<file path="src/rtl/wb_bus_decoder_pkg.sv">
// Shared definitions for the Wishbone bus decoder: bus widths, slave
// region map, slave indices, FSM states and the latched request payload.
package wb_bus_decoder_pkg;

  localparam int unsigned ADDR_W   = 32;
  localparam int unsigned DATA_W   = 32;
  localparam int unsigned N_SLAVES = 3;
  localparam int unsigned SEL_W    = 2;

  typedef logic [SEL_W-1:0] sel_t;

  // Slave indices; bit position in the one-hot slave strobe
  localparam sel_t SLV_BOOTROM = SEL_W'(0);
  localparam sel_t SLV_RAM     = SEL_W'(1);
  localparam sel_t SLV_IO      = SEL_W'(2);

  // Region match: (addr & MASK) == BASE
  localparam logic [ADDR_W-1:0] BOOTROM_BASE = 32'hb000_0000;
  localparam logic [ADDR_W-1:0] BOOTROM_MASK = 32'hffff_8000;
  localparam logic [ADDR_W-1:0] RAM_BASE     = 32'hb000_8000;
  localparam logic [ADDR_W-1:0] RAM_MASK     = 32'hffff_8000;
  localparam logic [ADDR_W-1:0] IO_BASE      = 32'hc000_0000;
  localparam logic [ADDR_W-1:0] IO_MASK      = 32'hffff_0000;

  typedef enum logic [1:0] {
    ST_IDLE = 2'd0,
    ST_REQ  = 2'd1,
    ST_WAIT = 2'd2,
    ST_ERR  = 2'd3
  } state_t;

  // Master request captured on accept
  typedef struct packed {
    logic [ADDR_W-1:0] addr;
    logic [DATA_W-1:0] data;
    logic              we;
  } wb_req_t;

  // Slave index to one-hot strobe; out-of-range index selects nobody
  function automatic logic [N_SLAVES-1:0] sel_onehot(input sel_t sel);
    logic [N_SLAVES-1:0] oh;
    oh = '0;
    case (sel)
      SLV_BOOTROM: oh = 3'b001;
      SLV_RAM:     oh = 3'b010;
      SLV_IO:      oh = 3'b100;
      default:     oh = '0;
    endcase
    return oh;
  endfunction

endpackage

</file>
<file path="src/rtl/wb_addr_map.sv">
// Combinational address decoder.
// Ports:
//   addr        - master byte address
//   mapped_c    - address falls inside one of the slave regions
//   slave_idx_c - index of the matching slave (bootrom when unmapped)
module wb_addr_map
  import wb_bus_decoder_pkg::*;
(
  input  logic [ADDR_W-1:0] addr,
  output logic              mapped_c,
  output sel_t              slave_idx_c
);

  always_comb begin
    mapped_c    = 1'b1;
    slave_idx_c = SLV_BOOTROM;
    if ((addr & BOOTROM_MASK) == BOOTROM_BASE) begin
      slave_idx_c = SLV_BOOTROM;
    end else if ((addr & RAM_MASK) == RAM_BASE) begin
      slave_idx_c = SLV_RAM;
    end else if ((addr & IO_MASK) == IO_BASE) begin
      slave_idx_c = SLV_IO;
    end else begin
      mapped_c = 1'b0;
    end
  end

endmodule

</file>
<file path="src/rtl/wb_bus_decoder.sv">
// Pipelined Wishbone master-to-slave decoder with one outstanding
// transaction, per-transaction timeout and error/exception reporting.
// Ports:
//   clk, reset                      - clock, async active-low reset
//   i_wb_cyc/stb/we/addr/data       - master request
//   o_wb_data/ack/err/stall         - master response
//   o_s_cyc/we/addr/data, o_s_stb   - shared slave bus, one-hot strobe
//   i_s_ack/stall/data              - per-slave responses (slave k at [32k+31:32k])
//   o_exception, o_err_addr         - error pulse and last failed address
module wb_bus_decoder
  import wb_bus_decoder_pkg::*;
#(
  parameter int unsigned TIMEOUT = 16
) (
  input  logic                       clk,
  input  logic                       reset,
  input  logic                       i_wb_cyc,
  input  logic                       i_wb_stb,
  input  logic                       i_wb_we,
  input  logic [ADDR_W-1:0]          i_wb_addr,
  input  logic [DATA_W-1:0]          i_wb_data,
  output logic [DATA_W-1:0]          o_wb_data,
  output logic                       o_wb_ack,
  output logic                       o_wb_err,
  output logic                       o_wb_stall,
  output logic                       o_s_cyc,
  output logic                       o_s_we,
  output logic [ADDR_W-1:0]          o_s_addr,
  output logic [DATA_W-1:0]          o_s_data,
  output logic [N_SLAVES-1:0]        o_s_stb,
  input  logic [N_SLAVES-1:0]        i_s_ack,
  input  logic [N_SLAVES-1:0]        i_s_stall,
  input  logic [N_SLAVES*DATA_W-1:0] i_s_data,
  output logic                       o_exception,
  output logic [ADDR_W-1:0]          o_err_addr
);

  localparam int unsigned CNT_W = $clog2(TIMEOUT + 1);

  state_t              state_q, state_d;
  logic [CNT_W-1:0]    cnt_q, cnt_d;
  wb_req_t             req_q, req_d;
  sel_t                sel_q, sel_d;

  logic                map_hit_c;
  sel_t                map_idx_c;
  logic                sel_ack_c;
  logic                sel_stall_c;
  logic [DATA_W-1:0]   sel_rdata_c;

  logic                ack_d;
  logic                err_d;
  logic                stall_d;
  logic                cyc_d;
  logic                we_d;
  logic [N_SLAVES-1:0] stb_d;
  logic [DATA_W-1:0]   rdata_d;
  logic [ADDR_W-1:0]   err_addr_d;

  wb_addr_map u_addr_map (
    .addr        (i_wb_addr),
    .mapped_c    (map_hit_c),
    .slave_idx_c (map_idx_c)
  );

  // Pick out the responses of the currently selected slave
  always_comb begin
    sel_ack_c   = 1'b0;
    sel_stall_c = 1'b0;
    sel_rdata_c = '0;
    for (int k = 0; k < int'(N_SLAVES); k++) begin
      if (sel_q == SEL_W'(k)) begin
        sel_ack_c   = i_s_ack[k];
        sel_stall_c = i_s_stall[k];
        sel_rdata_c = i_s_data[k*DATA_W +: DATA_W];
      end
    end
  end

  // Next state and next registered outputs
  always_comb begin
    state_d    = state_q;
    cnt_d      = cnt_q;
    req_d      = req_q;
    sel_d      = sel_q;
    ack_d      = 1'b0;
    err_d      = 1'b0;
    rdata_d    = o_wb_data;
    err_addr_d = o_err_addr;

    case (state_q)
      ST_IDLE: begin
        if (i_wb_cyc && i_wb_stb) begin
          req_d.addr = i_wb_addr;
          req_d.data = i_wb_data;
          req_d.we   = i_wb_we;
          sel_d      = map_idx_c;
          cnt_d      = '0;
          if (map_hit_c) begin
            state_d = ST_REQ;
          end else begin
            state_d    = ST_ERR;
            err_d      = 1'b1;
            err_addr_d = i_wb_addr;
          end
        end
      end
      ST_REQ, ST_WAIT: begin
        // Abort beats ack beats timeout; an ack in REQ counts only
        // if the slave took the strobe in that same cycle
        if (!i_wb_cyc) begin
          state_d = ST_IDLE;
        end else if (sel_ack_c && (state_q == ST_WAIT || !sel_stall_c)) begin
          state_d = ST_IDLE;
          ack_d   = 1'b1;
          rdata_d = sel_rdata_c;
        end else if (cnt_q == CNT_W'(TIMEOUT - 1)) begin
          state_d    = ST_ERR;
          err_d      = 1'b1;
          err_addr_d = req_q.addr;
        end else begin
          cnt_d = cnt_q + CNT_W'(1);
          if (state_q == ST_REQ && !sel_stall_c) begin
            state_d = ST_WAIT;
          end
        end
      end
      ST_ERR: begin
        state_d = ST_IDLE;
      end
      default: begin
        state_d = ST_IDLE;
      end
    endcase

    cyc_d   = 1'b0;
    we_d    = 1'b0;
    stb_d   = '0;
    stall_d = (state_d != ST_IDLE);
    if (state_d == ST_REQ || state_d == ST_WAIT) begin
      cyc_d = 1'b1;
      we_d  = req_d.we;
    end
    if (state_d == ST_REQ) begin
      stb_d = sel_onehot(sel_d);
    end
  end

  // State and output registers
  always_ff @(posedge clk or negedge reset) begin
    if (!reset) begin
      state_q     <= ST_IDLE;
      cnt_q       <= '0;
      req_q       <= '0;
      sel_q       <= SLV_BOOTROM;
      o_wb_ack    <= 1'b0;
      o_wb_err    <= 1'b0;
      o_wb_stall  <= 1'b0;
      o_wb_data   <= '0;
      o_exception <= 1'b0;
      o_err_addr  <= '0;
      o_s_cyc     <= 1'b0;
      o_s_we      <= 1'b0;
      o_s_stb     <= '0;
    end else begin
      state_q     <= state_d;
      cnt_q       <= cnt_d;
      req_q       <= req_d;
      sel_q       <= sel_d;
      o_wb_ack    <= ack_d;
      o_wb_err    <= err_d;
      o_wb_stall  <= stall_d;
      o_wb_data   <= rdata_d;
      o_exception <= err_d;
      o_err_addr  <= err_addr_d;
      o_s_cyc     <= cyc_d;
      o_s_we      <= we_d;
      o_s_stb     <= stb_d;
    end
  end

  // Slave address/data come straight from the request latch
  assign o_s_addr = req_q.addr;
  assign o_s_data = req_q.data;

endmodule

</file>
<file path="config.mk">
export PLATFORM = sky130hd
export DESIGN_NAME = wb_bus_decoder
export DESIGN_NICKNAME = d
export VERILOG_FILES = /design/src/rtl/wb_bus_decoder_pkg.sv /design/src/rtl/wb_addr_map.sv /design/src/rtl/wb_bus_decoder.sv
export SDC_FILE = /design/constraint.sdc
export NUM_CORES = 1
export LEC_CHECK = 0
export CORE_UTILIZATION = 39
export CTS_CLUSTER_SIZE = 10
export DETAILED_ROUTE_END_ITERATION = 8
export PLACE_DENSITY = 0.89
export REMOVE_ABC_BUFFERS = 1
export SYNTH_ARGS = -nofsm -noshare
export SYNTH_HDL_FRONTEND = slang
export SYNTH_SLANG_ARGS = --single-unit
</file>
<file path="constraint.sdc">
create_clock -name clk -period 2.45 [get_ports clk]
set_input_delay 0.245 -clock clk [delete_from_list [all_inputs] [get_ports clk]]
set_output_delay 0.245 -clock clk [all_outputs]
set_load 0.005 [all_outputs]
</file>
==> flow_summary.html <==
<table>
<tr><th>Metric</th><th>Value</th></tr>
<tr><th colspan="2">Hold path</th></tr>
<tr><td>Hold crit path type</td><td>primary input to async pin</td></tr>
<tr><th colspan="2">Logic synthesis</th></tr>
<tr><td>Synth warn</td><td>0</td></tr>
<tr><td>Number of synthesized register bits</td><td>~150</td></tr>
<tr><td>Number of enable-type register cells in the synthesized netlist</td><td>0</td></tr>
<tr><td>Cell variety after synth</td><td>44</td></tr>
<tr><td>Async set or reset register ratio after synthesis</td><td>100.0%</td></tr>
<tr><td>Netlist Area Pre-Place</td><td>between 7000 and 8000 um2</td></tr>
<tr><td>Share of the yosys chip area belonging to registers</td><td>50.30%</td></tr>
<tr><td>Post-Synthesis Mean Instance Area</td><td>around 12 um2</td></tr>
<tr><td>Cells after synthesis</td><td>about 620</td></tr>
<tr><td>Primary flip-flop cell chosen by synthesis mapping</td><td>sky130_fd_sc_hd__dfrtp_1</td></tr>
<tr><th colspan="2">Timing</th></tr>
<tr><td>Achievable clock frequency</td><td>448.0 MHz</td></tr>
<tr><td>Min Hold Slack</td><td>0.3876 ns</td></tr>
<tr><td>Count of final hold-check violations</td><td>0</td></tr>
<tr><td>Final count of negative-setup-slack endpoints</td><td>0</td></tr>
<tr><td>Headroom to the max-slew limit</td><td>between 50% and 60%</td></tr>
<tr><td>Period minus WS final</td><td>2.232 ns</td></tr>
<tr><td>Final Cycle Share</td><td>91.10%</td></tr>
<tr><td>Unrepaired setup endpoints after global routing</td><td>no</td></tr>
<tr><td>Number of max-slew violations in the final report</td><td>0</td></tr>
<tr><td>Final Skew</td><td>0.01177 ns</td></tr>
<tr><td>Worst-margin pin slew</td><td>0.6289 ns</td></tr>
<tr><td>Post-route setup slack</td><td>~0.22 ns</td></tr>
<tr><th colspan="2">Power</th></tr>
<tr><td>Flop pwr share</td><td>32.6%</td></tr>
<tr><td>P_int</td><td>9.184 mW</td></tr>
<tr><td>Worst supply voltage drop on vdd</td><td>676.5 uV</td></tr>
<tr><td>Logic pwr share</td><td>46.7%</td></tr>
<tr><td>Post-layout power</td><td>approximately 13 mW</td></tr>
<tr><td>P_leak</td><td>4.516 nW</td></tr>
<tr><td>Net Switching</td><td>3.992 mW</td></tr>
<tr><td>Sw frac</td><td>30.30%</td></tr>
<tr><td>Part of the total power dissipated in the clock network</td><td>20.7%</td></tr>
<tr><td>Total power density per cell area</td><td>1207 nW/um2</td></tr>
<tr><th colspan="2">Cells and area</th></tr>
<tr><td>Final standard cell utilization of the core</td><td>60.38%</td></tr>
<tr><td>Number of inserted diodes</td><td>0</td></tr>
<tr><td>Register Area</td><td>3655 um2</td></tr>
<tr><td>Area overhead of the layout relative to synthesis</td><td>50.35%</td></tr>
<tr><td>Net count reported at finish</td><td>1061</td></tr>
<tr><td>Count of non-filler cells in the finished layout</td><td>between 1000 and 1500</td></tr>
<tr><td>Most common cell after layout, fill and taps aside</td><td>sky130_fd_sc_hd__clkdlybuf4s50_1</td></tr>
<tr><td># fillers</td><td>about 1400</td></tr>
<tr><td>Combined area of the multi-input logic cells</td><td>about 2900 um2</td></tr>
<tr><td>Most frequent cells in the layout</td><td>306 x sky130_fd_sc_hd__clkdlybuf4s50_1, 145 x sky130_fd_sc_hd__dfrtp_1, 131 x sky130_fd_sc_hd__mux2_2, 67 x sky130_fd_sc_hd__nor2_1, 66 x sky130_fd_sc_hd__a21oi_1</td></tr>
<tr><td>Share of post-route cells with drive strength above 1</td><td>23.35%</td></tr>
<tr><th colspan="2">Drt</th></tr>
<tr><td>Number of DRC violations after detailed-routing iteration 0</td><td>205</td></tr>
<tr><td>Number of search-and-repair iterations in the first detailed-routing pass</td><td>6</td></tr>
<tr><td>Wire length reported by the detailed router</td><td>~21000 um</td></tr>
<tr><td>Vias per inst</td><td>4.946</td></tr>
<tr><td>Wire length per cell after detailed routing</td><td>18.37 um</td></tr>
<tr><td>Post-DRT Antenna Nets</td><td>0</td></tr>
<tr><td>Drt drc</td><td>50</td></tr>
<tr><td>Via count of the routed design</td><td>5559</td></tr>
<tr><th colspan="2">Die</th></tr>
<tr><td>Die width</td><td>approximately 140 um</td></tr>
<tr><td>Top-Level Pins</td><td>308</td></tr>
<tr><td>Core area</td><td>between 15000 and 20000 um2</td></tr>
<tr><td>Die Y-Extent</td><td>between 100 and 150 um</td></tr>
<tr><td>Num rows</td><td>49</td></tr>
<tr><td>Initial standard-cell utilization of the core</td><td>40.16%</td></tr>
<tr><td>Die area</td><td>19170 um2</td></tr>
<tr><th colspan="2">Global routing</th></tr>
<tr><td>Pin count of the biggest net entering global routing</td><td>64</td></tr>
<tr><td>Antenna violations before repair</td><td>0</td></tr>
<tr><td>Vias in the first global route</td><td>approximately 6000</td></tr>
<tr><td>Global-route usage over all layers</td><td>22.10%</td></tr>
<tr><td>Final global-route overflow total</td><td>0</td></tr>
<tr><td>Global-route wire length before repair</td><td>roughly 32000 um</td></tr>
<tr><th colspan="2">CTS</th></tr>
<tr><td>Clock edge transition at the registers on the reported setup and hold paths</td><td>0.06 ns</td></tr>
<tr><td>CTS Root Buffer Type</td><td>sky130_fd_sc_hd__clkbuf_16</td></tr>
<tr><td>Clock sink total</td><td>146</td></tr>
<tr><td>Number of buffers on the longest clock path</td><td>2</td></tr>
<tr><td>H-tree level count</td><td>4</td></tr>
<tr><td>Number of clock buffers inserted by TritonCTS</td><td>17</td></tr>
<tr><td>CTS tree</td><td>built</td></tr>
<tr><td>Source-to-sink clock delay at the later pin of the worst-skew pair</td><td>0.42 ns</td></tr>
<tr><td>Post CTS Setup Buffer Count</td><td>0</td></tr>
<tr><th colspan="2">Place</th></tr>
<tr><td>Pre-CTS setup slack</td><td>-0.2043 ns</td></tr>
<tr><td>Weighted congestion reported at the end of routability-driven placement</td><td>0.8049</td></tr>
<tr><td>PortBufs</td><td>307</td></tr>
<tr><td>HPWL Detailed</td><td>15530 um</td></tr>
<tr><td>Placed insts</td><td>1091</td></tr>
<tr><th colspan="2">Critical path</th></tr>
<tr><td>Type of the worst setup path</td><td>flop to flop</td></tr>
<tr><td>Data arrival time of the critical path</td><td>approximately 2.5 ns</td></tr>
<tr><td>Required @ worst endpoint</td><td>about 2.8 ns</td></tr>
<tr><td>Critical Path Start Type</td><td>flop</td></tr>
<tr><td>Endpoint kind of the worst setup timing path</td><td>flop</td></tr>
<tr><td>Maximum fanout encountered on the critical timing path</td><td>4</td></tr>
<tr><th colspan="2">Run</th></tr>
<tr><td>Number of maximum-capacitance constraint violations</td><td>0</td></tr>
<tr><th colspan="2">Outcome</th></tr>
<tr><td>Run status</td><td>complete, but fails checks</td></tr>
<tr><td>Violated checks</td><td>design-rule violations</td></tr>
</table>
## cell families (layout without fill, tap and decap cells)
group                      after synthesis  after routing  share of synthesized area [%]
muxes                                  167            167                          25.27
AOI/OAI and AO/OA                       86             86                          6.856
buffers and inverters                  112            384                          9.733
and+or+nand+nor                        104            104                          6.460
adders and majority gates                8              8                          1.378
DFF                                    146            146                          50.30
## synth_stat cells, types with 2 or more instances
master / number / area [um2]
sky130_fd_sc_hd__inv_1: 10 / 37.54
sky130_fd_sc_hd__buf_6: 3 / 33.78
sky130_fd_sc_hd__nand3_1: 4 / 20.02
sky130_fd_sc_hd__nand2b_1: 2 / 12.51
sky130_fd_sc_hd__buf_2: 16 / 80.08
sky130_fd_sc_hd__a21oi_1: 66 / 330.3
sky130_fd_sc_hd__mux2_2: 131 / 1475
sky130_fd_sc_hd__o21ai_0: 3 / 15.01
sky130_fd_sc_hd__buf_4: 65 / 488.0
sky130_fd_sc_hd__clkbuf_1: 13 / 48.80
sky130_fd_sc_hd__buf_1: 5 / 18.77
sky130_fd_sc_hd__o211ai_1: 2 / 15.01
sky130_fd_sc_hd__ha_1: 8 / 100.1
sky130_fd_sc_hd__nand4_1: 2 / 12.51
sky130_fd_sc_hd__nor3_1: 2 / 10.01
sky130_fd_sc_hd__o31a_1: 2 / 17.52
sky130_fd_sc_hd__and4_1: 2 / 17.52
sky130_fd_sc_hd__or3b_1: 2 / 17.52
sky130_fd_sc_hd__nand2_1: 10 / 37.54
sky130_fd_sc_hd__mux2i_1: 36 / 360.4
sky130_fd_sc_hd__dfrtp_1: 146 / 3654
sky130_fd_sc_hd__and3_1: 5 / 31.28
sky130_fd_sc_hd__nor2_1: 67 / 251.5
## sequential cells by signal, indices dropped and copies added, names as in the netlist, 2 cells and up
register    cells
o_err_addr     32
o_s_addr       32
o_s_data       32
o_wb_data      32
cnt_q           5
o_s_stb         3
sel_q           2
state_q         2
## final timing paths
| kind | cells past startpoint | endpoint | start | slack (ns) |
|---|---|---|---|---|
| max in group asynchronous | 3 | o_err_addr[20] | reset | 1.31 |
| worst min register to register | 1 | req_q[0] | req_q[0] | 0.50 |
| worst min-delay path | 2 | o_err_addr[13] | reset | 0.39 |
| min in group clk | 2 | o_s_data[1] | i_wb_data[1] | 0.43 |
| worst max register to register | 10 | o_s_we | sel_q[1] | 0.22 |
| worst max-delay path | 10 | o_s_we | sel_q[1] | 0.22 |
## through the flow
| stage | setup TNS, ns | instance area, um2 |
|---|---|---|
| detailed placement | -6.431 | 10280 |
| floorplan | -155.21 | 6594 |
| CTS | 0 | 10910 |
| finish | 0 | 10920 |
| global route | 0 | 10920 |
| global placement | -2.779 | 10280 |
## repair_timing
item                       4_1_cts  5_1_grt
hold endpoints to repair        60        0
hold buffers                     1        0
setup endpoints to repair        0        1
gates resized for setup          0        2
## power groups by stage
| stage | Clock, mW | Sequential [mW] | Combinational (mW) |
|---|---|---|---|
| 4_1_cts | 2.81 | 4.30 | 6.24 |
| 3_3_place_gp | 0 | 4.25 | 6.07 |
| 5_1_grt | 2.90 | 4.44 | 6.59 |
| 2_1_floorplan | 0 | 4.31 | 2.59 |
| 6_report | 2.73 | 4.29 | 6.15 |
| 3_5_place_dp | 0 | 4.31 | 6.19 |
## critical path, cell delays in order (launching register included)
cell and delay, ns:
sky130_fd_sc_hd__dfrtp_2 0.44, sky130_fd_sc_hd__buf_4 0.17, sky130_fd_sc_hd__mux2i_1 0.14, sky130_fd_sc_hd__o21ai_1 0.16
sky130_fd_sc_hd__o21ai_0 0.11, sky130_fd_sc_hd__buf_4 0.16, sky130_fd_sc_hd__a41oi_1 0.26, sky130_fd_sc_hd__o221ai_1 0.21
sky130_fd_sc_hd__ha_1 0.32, sky130_fd_sc_hd__inv_1 0.04, sky130_fd_sc_hd__and2_1 0.12
## cell type report
| cell class | count | area share [%] |
|---|---|---|
| flip-flops and latches | 146 | 33.47 |
| repair buffers | 342 | 31.04 |
| multi-input cells | 365 | 26.81 |
| clock buffers | 17 | 3.895 |
| well taps | 229 | 2.624 |
| clock inverters | 15 | 1.822 |
| inverters | 10 | 0.3437 |
## routing by layer
metal,global-route usage (%),part of all wire [%],vias up,routed length (um)
met2,38.36,50,239,10340
met1,24.41,38,2672,7821
met3,8.209,9.8,28,2023
li1,-,-,2620,-
met5,0,0,-,0
met4,8.930,2.2,0,453
Power figures use the tool's default switching activity.
